$ cat src/rtl/fb_pkg.sv
// ---------------------------------------------------------------------------
// fb_pkg
// Shared definitions for the framebuffer scheduler: the scheduler state
// encoding and the default geometry of the framebuffer and of one scan line.
// No ports; imported by fb_fetch_pipe and fb_scheduler.
// ---------------------------------------------------------------------------
package fb_pkg;

   localparam int FB_ADDR_W         = 15;
   localparam int FB_DATA_W         = 16;
   localparam int FB_WORDS_PER_LINE = 160;
   localparam int FB_WORDS          = 19200;

   typedef enum logic [1:0] {
      IDLE  = 2'd0,
      FETCH = 2'd1,
      DRAIN = 2'd2
   } fb_state_e;

endpackage

$ cat src/rtl/fb_fetch_pipe.sv
// ---------------------------------------------------------------------------
// fb_fetch_pipe
// One-cycle delay from "read issued to the framebuffer" to "line buffer
// write", matching the RAM read latency. Runs independently of the
// scheduler state so the last word of a line still lands after the FSM
// has left FETCH.
// Ports:
//   clk_i, reset_i  : clock, asynchronous active-high reset
//   issue_i         : a framebuffer read is issued this cycle
//   issue_idx_i     : word index within the line of that read
//   lb_we_o         : line buffer write strobe (one cycle after issue)
//   lb_addr_o       : line buffer word index (0 when not writing)
//   lb_done_o       : high with the write of the last word of the line
// ---------------------------------------------------------------------------
module fb_fetch_pipe
   import fb_pkg::*;
#(
   parameter int WORDS_PER_LINE = FB_WORDS_PER_LINE
) (
   input  logic       clk_i,
   input  logic       reset_i,
   input  logic       issue_i,
   input  logic [7:0] issue_idx_i,
   output logic       lb_we_o,
   output logic [7:0] lb_addr_o,
   output logic       lb_done_o
);

   localparam logic [7:0] LAST_IDX = 8'(WORDS_PER_LINE - 1);

   logic       valid_q, valid_d;
   logic [7:0] idx_q, idx_d;
   logic       done_q, done_d;

   // Next pipe contents; the index is forced to 0 when nothing is issued so
   // the line buffer address reads 0 while idle.
   always_comb begin
      valid_d = issue_i;
      idx_d   = issue_i ? issue_idx_i : 8'd0;
      done_d  = issue_i && (issue_idx_i == LAST_IDX);
   end

   // Pipe register; reset drops any word still in flight.
   always_ff @(posedge clk_i or posedge reset_i) begin
      if (reset_i) begin
         valid_q <= 1'b0;
         idx_q   <= 8'd0;
         done_q  <= 1'b0;
      end else begin
         valid_q <= valid_d;
         idx_q   <= idx_d;
         done_q  <= done_d;
      end
   end

   assign lb_we_o   = valid_q;
   assign lb_addr_o = idx_q;
   assign lb_done_o = done_q;

endmodule

$ cat src/rtl/fb_scheduler.sv
// ---------------------------------------------------------------------------
// fb_scheduler
// Arbitrates a single-port framebuffer RAM between display line prefetch
// (always wins) and a pixel writer. Each line_start_i pulse copies one line
// of WORDS_PER_LINE words into the scan-out line buffer; frame_start_i
// rewinds the line base to 0.
// Ports:
//   clk_i, reset_i        : pixel clock, asynchronous active-high reset
//   frame_start_i         : rewind base address to 0
//   line_start_i          : request prefetch of the next line
//   wr_req_i/addr/data    : writer request, held until wr_ack_o
//   wr_ack_o              : write performed this cycle
//   mem_en/we/addr/wdata  : RAM port (combinational from state and inputs)
//   mem_rdata_i           : RAM read data, one cycle after the read
//   lb_we/addr/data/done  : line buffer write port
//   busy_o                : a burst or its drain cycle is in progress
//   underrun_o            : line_start_i arrived while still fetching
// Optional build macro FB_SCHEDULER_STATS_EN adds underrun_cnt_o[7:0], a
// saturating underrun counter cleared by reset and frame_start_i.
// ---------------------------------------------------------------------------
module fb_scheduler
   import fb_pkg::*;
#(
   parameter int ADDR_W         = FB_ADDR_W,
   parameter int DATA_W         = FB_DATA_W,
   parameter int WORDS_PER_LINE = FB_WORDS_PER_LINE,
   parameter int FB_WORDS       = fb_pkg::FB_WORDS
) (
   input  logic              clk_i,
   input  logic              reset_i,
   input  logic              frame_start_i,
   input  logic              line_start_i,
   input  logic              wr_req_i,
   input  logic [ADDR_W-1:0] wr_addr_i,
   input  logic [DATA_W-1:0] wr_data_i,
   output logic              wr_ack_o,
   output logic              mem_en_o,
   output logic              mem_we_o,
   output logic [ADDR_W-1:0] mem_addr_o,
   output logic [DATA_W-1:0] mem_wdata_o,
   input  logic [DATA_W-1:0] mem_rdata_i,
   output logic              lb_we_o,
   output logic [7:0]        lb_addr_o,
   output logic [DATA_W-1:0] lb_data_o,
   output logic              lb_done_o,
   output logic              busy_o,
   output logic              underrun_o
`ifdef FB_SCHEDULER_STATS_EN
   ,
   output logic [7:0]        underrun_cnt_o
`endif
);

   localparam logic [7:0]      LAST_IDX   = 8'(WORDS_PER_LINE - 1);
   localparam logic [ADDR_W:0] LINE_STEP  = (ADDR_W+1)'(WORDS_PER_LINE);
   localparam logic [ADDR_W:0] WRAP_LIMIT = (ADDR_W+1)'(FB_WORDS);

   fb_state_e         state_q, state_d;
   logic [7:0]        ptr_q, ptr_d;
   logic [ADDR_W-1:0] base_q, base_d;
   logic [ADDR_W-1:0] burst_base_q, burst_base_d;
   logic              supp_q, supp_d;
   logic [ADDR_W:0]   base_sum;
   logic              issue;

   // One extra bit so the wrap compare cannot overflow.
   assign base_sum = {1'b0, base_q} + LINE_STEP;

   // Next state, RAM port and writer handshake. The burst keeps its own
   // start address so a frame_start_i mid-burst can rewind base_q at once
   // without disturbing the addresses still being issued; supp_q remembers
   // that rewind so the end-of-burst increment is skipped.
   always_comb begin
      state_d      = state_q;
      ptr_d        = ptr_q;
      base_d       = frame_start_i ? '0 : base_q;
      burst_base_d = burst_base_q;
      supp_d       = supp_q;
      issue        = 1'b0;
      mem_en_o     = 1'b0;
      mem_we_o     = 1'b0;
      mem_addr_o   = '0;
      mem_wdata_o  = '0;
      wr_ack_o     = 1'b0;
      underrun_o   = 1'b0;

      case (state_q)
         IDLE, DRAIN: begin
            if (line_start_i) begin
               state_d      = FETCH;
               ptr_d        = 8'd0;
               supp_d       = 1'b0;
               burst_base_d = frame_start_i ? '0 : base_q;
            end else begin
               state_d = IDLE;
               if (wr_req_i && !reset_i) begin
                  mem_en_o    = 1'b1;
                  mem_we_o    = 1'b1;
                  mem_addr_o  = wr_addr_i;
                  mem_wdata_o = wr_data_i;
                  wr_ack_o    = 1'b1;
               end
            end
         end
         FETCH: begin
            issue      = 1'b1;
            mem_en_o   = 1'b1;
            mem_addr_o = burst_base_q + ADDR_W'(ptr_q);
            underrun_o = line_start_i;
            if (frame_start_i) begin
               supp_d = 1'b1;
            end
            if (ptr_q == LAST_IDX) begin
               state_d = DRAIN;
               ptr_d   = 8'd0;
               if (!frame_start_i && !supp_q) begin
                  base_d = (base_sum >= WRAP_LIMIT) ? '0 : base_sum[ADDR_W-1:0];
               end
            end else begin
               ptr_d = ptr_q + 8'd1;
            end
         end
         default: state_d = IDLE;
      endcase
   end

   // Scheduler registers.
   always_ff @(posedge clk_i or posedge reset_i) begin
      if (reset_i) begin
         state_q      <= IDLE;
         ptr_q        <= 8'd0;
         base_q       <= '0;
         burst_base_q <= '0;
         supp_q       <= 1'b0;
      end else begin
         state_q      <= state_d;
         ptr_q        <= ptr_d;
         base_q       <= base_d;
         burst_base_q <= burst_base_d;
         supp_q       <= supp_d;
      end
   end

   assign busy_o    = (state_q != IDLE);
   assign lb_data_o = mem_rdata_i;

   fb_fetch_pipe #(
      .WORDS_PER_LINE (WORDS_PER_LINE)
   ) u_pipe (
      .clk_i       (clk_i),
      .reset_i     (reset_i),
      .issue_i     (issue),
      .issue_idx_i (ptr_q),
      .lb_we_o     (lb_we_o),
      .lb_addr_o   (lb_addr_o),
      .lb_done_o   (lb_done_o)
   );

`ifdef FB_SCHEDULER_STATS_EN
   logic [7:0] underrun_cnt_q, underrun_cnt_d;

   // Saturating underrun count; a frame start clears it even if an
   // underrun happens in the same cycle.
   always_comb begin
      underrun_cnt_d = underrun_cnt_q;
      if (frame_start_i) begin
         underrun_cnt_d = 8'd0;
      end else if (underrun_o && (underrun_cnt_q != 8'hFF)) begin
         underrun_cnt_d = underrun_cnt_q + 8'd1;
      end
   end

   // Underrun counter register.
   always_ff @(posedge clk_i or posedge reset_i) begin
      if (reset_i) begin
         underrun_cnt_q <= 8'd0;
      end else begin
         underrun_cnt_q <= underrun_cnt_d;
      end
   end

   assign underrun_cnt_o = underrun_cnt_q;
`endif

endmodule

$ cat config.mk
export PLATFORM = sky130hd
export DESIGN_NAME = fb_scheduler
export DESIGN_NICKNAME = d
export VERILOG_FILES = /design/src/rtl/fb_pkg.sv /design/src/rtl/fb_fetch_pipe.sv /design/src/rtl/fb_scheduler.sv
export SDC_FILE = /design/constraint.sdc
export NUM_CORES = 1
export LEC_CHECK = 0
export CELL_PAD_IN_SITES_DETAIL_PLACEMENT = 1
export CELL_PAD_IN_SITES_GLOBAL_PLACEMENT = 1
export CORE_ASPECT_RATIO = 1.5
export CORE_MARGIN = 2
export CORE_UTILIZATION = 34
export DETAILED_ROUTE_END_ITERATION = 10
export HOLD_SLACK_MARGIN = 0.02
export MAX_ROUTING_LAYER = met4
export PLACE_DENSITY = 0.84
export SLEW_MARGIN = 20
export SYNTH_ARGS = -nofsm -noshare
export SYNTH_HDL_FRONTEND = slang
export SYNTH_HIERARCHICAL = 1
export SYNTH_SLANG_ARGS = --single-unit
$ cat constraint.sdc
create_clock -name clk_i -period 3.6 [get_ports clk_i]
set_clock_uncertainty 0.15 [all_clocks]
set_input_delay 1.08 -clock clk_i [delete_from_list [all_inputs] [get_ports clk_i]]
set_output_delay 1.08 -clock clk_i [all_outputs]
set_load 0.03 [all_outputs]
Word level (Yosys, flattened, before mapping)
Index checks and enable logic that the tools add are counted.
{ "word_totals": {"input_bits": 52, "latch_bits": 0, "regBits": 51, "mem_bits_ro": 0, "output_inout_bits": 62, "ramBits": 0, "mem_count": 0} }
{ "classes": {"n_reduce_logical": 13, "bitwise_logic": 0, "multipliers": 0, "n_div": 0, "n_addsub": 3, "order_cmp": 1, "n_eq_ne": 6, "muxes": 27, "shifts": 0} }
{ "op_table": {"columns": ["operator", "n"], "rows": [
  ["$mux 15", 7],
  ["$mux 16", 3],
  ["$pmux 15 s2", 1],
  ["$mux 8", 3],
  ["$add 15x8->16 const B", 1],
  ["$ge 16x15->1 const B", 1],
  ["$pmux 8 s2", 1],
  ["$add 15x8->15", 1],
  ["$add 8x1->8 const B", 1],
  ["$eq 8x8->1 const B", 1],
  ["$mux 1", 8],
  ["$ne 2x2->1 const B", 3],
  ["$pmux 1 s2", 2],
  ["$pmux 2 s2", 1],
  ["$reduce_and 2->1", 2],
  ["$reduce_bool 2->1", 2],
  ["$logic_and 1x1->1", 3],
  ["$logic_not 1->1", 3],
  ["$reduce_and 3->1", 1],
  ["$eq 2x1->1 const B", 1],
  ["$eq 2x2->1 const B", 1],
  ["$logic_not 2->1", 1],
  ["$mux 2", 1],
  ["$reduce_or 2->1", 1]
]} }

Longest topological paths before layout
{ "logic_depth": {"word_depth": 6, "mapped_depth": 9} }

Cells and area by module
The synthesis kept the hierarchy.
{ "by_module_without_submodules": {"columns": ["mod", "area_each_um2", "cells_each", "n_inst"], "rows": [
  ["fb_scheduler", 3031.7, 357, 1],
  ["fb_fetch_pipe", 340.3, 22, 1]
]} }

Worst setup path before layout
No wires, ideal clock.
{ "synth_timing": {"path_kind": "reg2out", "startpoint": "register ptr_q[0]", "endpoint": "output mem_addr_o[8]", "path_stages_with_launch": 9, "arrival_ns": 2.656, "required_time_ns": 2.370, "slack_ns": -0.286, "path_cell_list": "dfrtp_1 ha_1 fa_1 a21oi_1 o21ai_1 a2111oi_2 nor2_1 xnor2_1 o21ai_0"} }
{ "synth_via": {"elab_chain_len": 2} }
{ "synth_rtl": {"columns": ["element", "line_no", "rtl"], "rows": [
  ["from (decl)", "fb_scheduler.sv:59", "logic [7:0] ptr_q, ptr_d;"],
  ["from (signal assigned)", "fb_scheduler.sv:137", "ptr_q <= ptr_d;"],
  ["$add 15x8->15", "fb_scheduler.sv:108", "mem_addr_o = burst_base_q + ADDR_W'(ptr_q);"],
  ["$pmux 15 s2", "fb_scheduler.sv:87", "case (state_q)"],
  ["to (decl)", "fb_scheduler.sv:39", "output logic [ADDR_W-1:0] mem_addr_o,"]
]} }
No other way between the ends.

Worst setup path in the final report
{ "layout_timing": {"startpoint": "register ptr_q[0]", "endpoint": "output mem_addr_o[12]"} }
The elaborated chain is that of the path after synthesis.

==> results by group <==
Logic synthesis
  – Synth cell count leaders: 65 x nand2_1, 51 x dfrtp_1, 30 x o21ai_0
  – YS warnings: 6
  – Count leader, synth: nand2_1
  – Post-synth top area share: 0.378
  – Post-synth EDFFs: 0
  – Sequential share of the synthesized area: 0.378
  – Cell variety after synth: between 60 and 70
  – Top_reg_cell synth: dfrtp_1
  – Synth Cell Area: roughly 3400 um^2
  – Synth top area cells: dfrtp_1 38%, nand2_1 7.2%, buf_4 4.7%, o21ai_0 4.5%, ha_1 3.7%
  – Mapped Cells: 379
  – Yosys reg bits: 51
  – Ys async rst share: 1.00
  – Post-synthesis average cell area: 8.90 um^2
  – Synth area leader: dfrtp_1
  – Syn nets: 442

Placement
  – Placement Setup Slack: -218 ps
  – Number of I/O port buffers: between 80 and 90
  – Post-DP HPWL: between 7 and 8 mm
  – RePlAce Congestion: 0.902

Worst setup path
  – Crit start category: flip-flop
  – WS Path Type: reg2out
  – Arr. time, crit path: approximately 2600 ps
  – WP data required: 2370 ps
  – Crit. End Element: output pin
  – FF-to-FF setup slack: 1100 ps
  – FF-to-FF path depth: 7
  – CP max FO: 4
  – Reg-to-reg startpoint: ptr_q[1]$_DFFE_PP0P_
  – RR Endpoint: base_q[14]$_DFF_PP0_

GRT
  – Vias in the first global route: between 3,000 and 4,000
  – Largest net degree at the start of global routing: 42
  – Initial antenna violation count: 0
  – Overflow after GRT: 0
  – First-pass GRT wire length: 17.5 mm
  – GRT Util Overall: 0.211

CTS
  – TritonCTS sink count: 51
  – Hold buffers post-CTS: 0
  – H-tree levels: 2
  – TritonCTS clock tree: yes
  – CTS Buffer Depth: 2
  – Total CTS buffers: 5
  – CTS clk-pin slew, worst paths: roughly 70 ps
  – Skew-Pair Late Insertion Delay: around 300 ps
  – Clock Root Buffer: clkbuf_16

Final layout
  – Share of cells above drive strength 1: 0.266
  – # nets final: approximately 530
  – Ant. Diodes: 0
  – Area Growth Syn to Fin: 35.8%

Timing
  – Unrepaired setup endpoints after global routing: true
  – Fraction of the cycle the final worst path needs: 1.06
  – Final setup vio count: 8
  – Final Slew Violations: 0
  – Slack of the critical path: -228 ps
  – Fmax: between 0.2 and 0.3 GHz
  – Worst Tran Pin Value: between 600 and 700 ps
  – Max_slew headroom: 0.540
  – Crit path time final: between 3000 and 4000 ps
  – Final hold vios: 0

Floorplan
  – # rows: 44
  – Core ar.: a little under 10,000 um^2
  – Die width: around 85 um
  – Starting Density: 0.348
  – Die area: ~11,000 um^2
  – Die height: approximately 130 um
  – Io pins: approximately 110

Hold path
  – Hold_sp: burst_base_q[6]$_DFFE_PP0P_
  – Worst hold stages: 2
  – Worst hold path class: reg2reg
  – Hold EP: burst_base_q[6]$_DFFE_PP0P_

Drt
  – Final Routed Wirelength: 10.7 mm
  – Post-route ant nets: 0
  – First drt pass iteration count: 4
  – Via Count: around 3,100
  – Starting DRT DRC Count: approximately 120
  – Wirelength per Cell: approximately 18 um
  – Routed vias/inst: ~5.4
  – DRC: 0

Pwr
  – Peak supply drop: ~0.42 mV
  – Leak: slightly above 0.002 uW
  – Power Total: between 2000 and 3000 uW
  – Pwr Density: 573 nW/um^2

Run status
  – Status: complete, but fails checks
  – Failing checks: negative setup slack

Run
  – Max Cap Viol: 0
layer usage:
| layer | GRT usage | vias up | share of wire |
|---|---|---|---|
| li1 | - | 1466 | - |
| met5 | - | - | 0 |
| met2 | 0.398 | 88 | 0.58 |
| met1 | 0.212 | 1563 | 0.36 |
| met4 | 0.0840 | 0 | 0.031 |
| met3 | 0.0321 | 29 | 0.031 |
kinds of logic (layout without fill, tap and decap cells):
logic type | count (synthesis) | in the layout | share of synthesized area
simple gates | 158 | 158 | 0.249
compound gates | 98 | 98 | 0.205
flops | 51 | 51 | 0.378
buf+inv | 44 | 128 | 0.0779
xor+xnor | 17 | 17 | 0.0464
fa+ha+maj | 11 | 11 | 0.0430
worst max-delay path, cell delays in order (launching register included):
cell       delay [ps]
dfrtp_1           400
ha_2              210
fa_2              370
a21oi_4           160
o21ai_2            90
a2111oi_2         320
buf_4             190
nor3_1             60
xnor2_1           280
o21ai_2            90
buf_6             140
placed cells by master, fill, tap and decap left out, drive strengths merged, types with 5 or more instances in the layout:
| master | n |
|---|---|
| nor2 | 16 |
| nand2 | 65 |
| a21boi | 5 |
| xor2 | 5 |
| dfrtp | 51 |
| nor3 | 13 |
| buf | 65 |
| clkdlybuf4s50 | 43 |
| xnor2 | 12 |
| a21o | 7 |
| ha | 10 |
| a21oi | 9 |
| inv | 10 |
| o21ai | 43 |
| nand3 | 7 |
| and3 | 7 |
| and2 | 25 |
| or2 | 6 |
| clkbuf | 7 |
flip-flops by register name (all words and copies together), names as in the netlist:
register,cells
u_pipe/lb_addr_o,8
u_pipe/lb_we_o,1
u_pipe/lb_done_o,1
ptr_q,8
base_q,15
supp_q,1
state_q,2
burst_base_q,15
power breakdown:
group / internal, uW / leakage [uW] / total (uW) / switching (uW)
registers: 683 / 0.000671 / 781 / 98.0
clock network: 262 / 0.0000746 / 495 / 233
logic: 561 / 0.00129 / 1350 / 787
cell type report:
cell class | instances | area, um^2
Clock inverter | 3 | 22.5
Clock buffer | 5 | 125
Tap cell | 115 | 144
Sequential cell | 51 | 1280
Fill cell | 1108 | 5110
Inverter | 8 | 30.0
Multi-Input combinational cell | 284 | 1900
Timing Repair Buffer | 112 | 1080
metrics by stage:
step | area, um^2 | setup TNS (ps) | std cells | hold slack (ps) | util
floorplan | 3380 | -59.4 | 379 | 304 | -
global placement | 4190 | -1770 | 557 | 321 | 0.432
detailed placement | 4190 | -3000 | 557 | 339 | 0.432
CTS | 4560 | -1030 | 578 | 359 | 0.471
global route | 4580 | -1880 | 578 | 386 | 0.473
finish | 4580 | -968 | 578 | 350 | 0.473
worst max-delay path by stage:
stage,startpoint,end,slack [ps]
floorplan,ptr_q[0]$_DFFE_PP0P_,mem_addr_o[8],-60
global route,ptr_q[0]$_DFFE_PP0P_,mem_addr_o[12],-330
global placement,line_start_i,mem_addr_o[7],-140
CTS,ptr_q[0]$_DFFE_PP0P_,mem_addr_o[12],-220
detailed placement,line_start_i,mem_addr_o[2],-220
finish,ptr_q[0]$_DFFE_PP0P_,mem_addr_o[12],-230
timing repair:
item | CTS | global route
resized for setup | 25 | 12
cloned | 2 | 0
setup endpoints to repair | 33 | 28
pin swaps | 8 | 1
buffers inserted | 11 | 0
No activity file was read; power rests on OpenSTA's default activity.
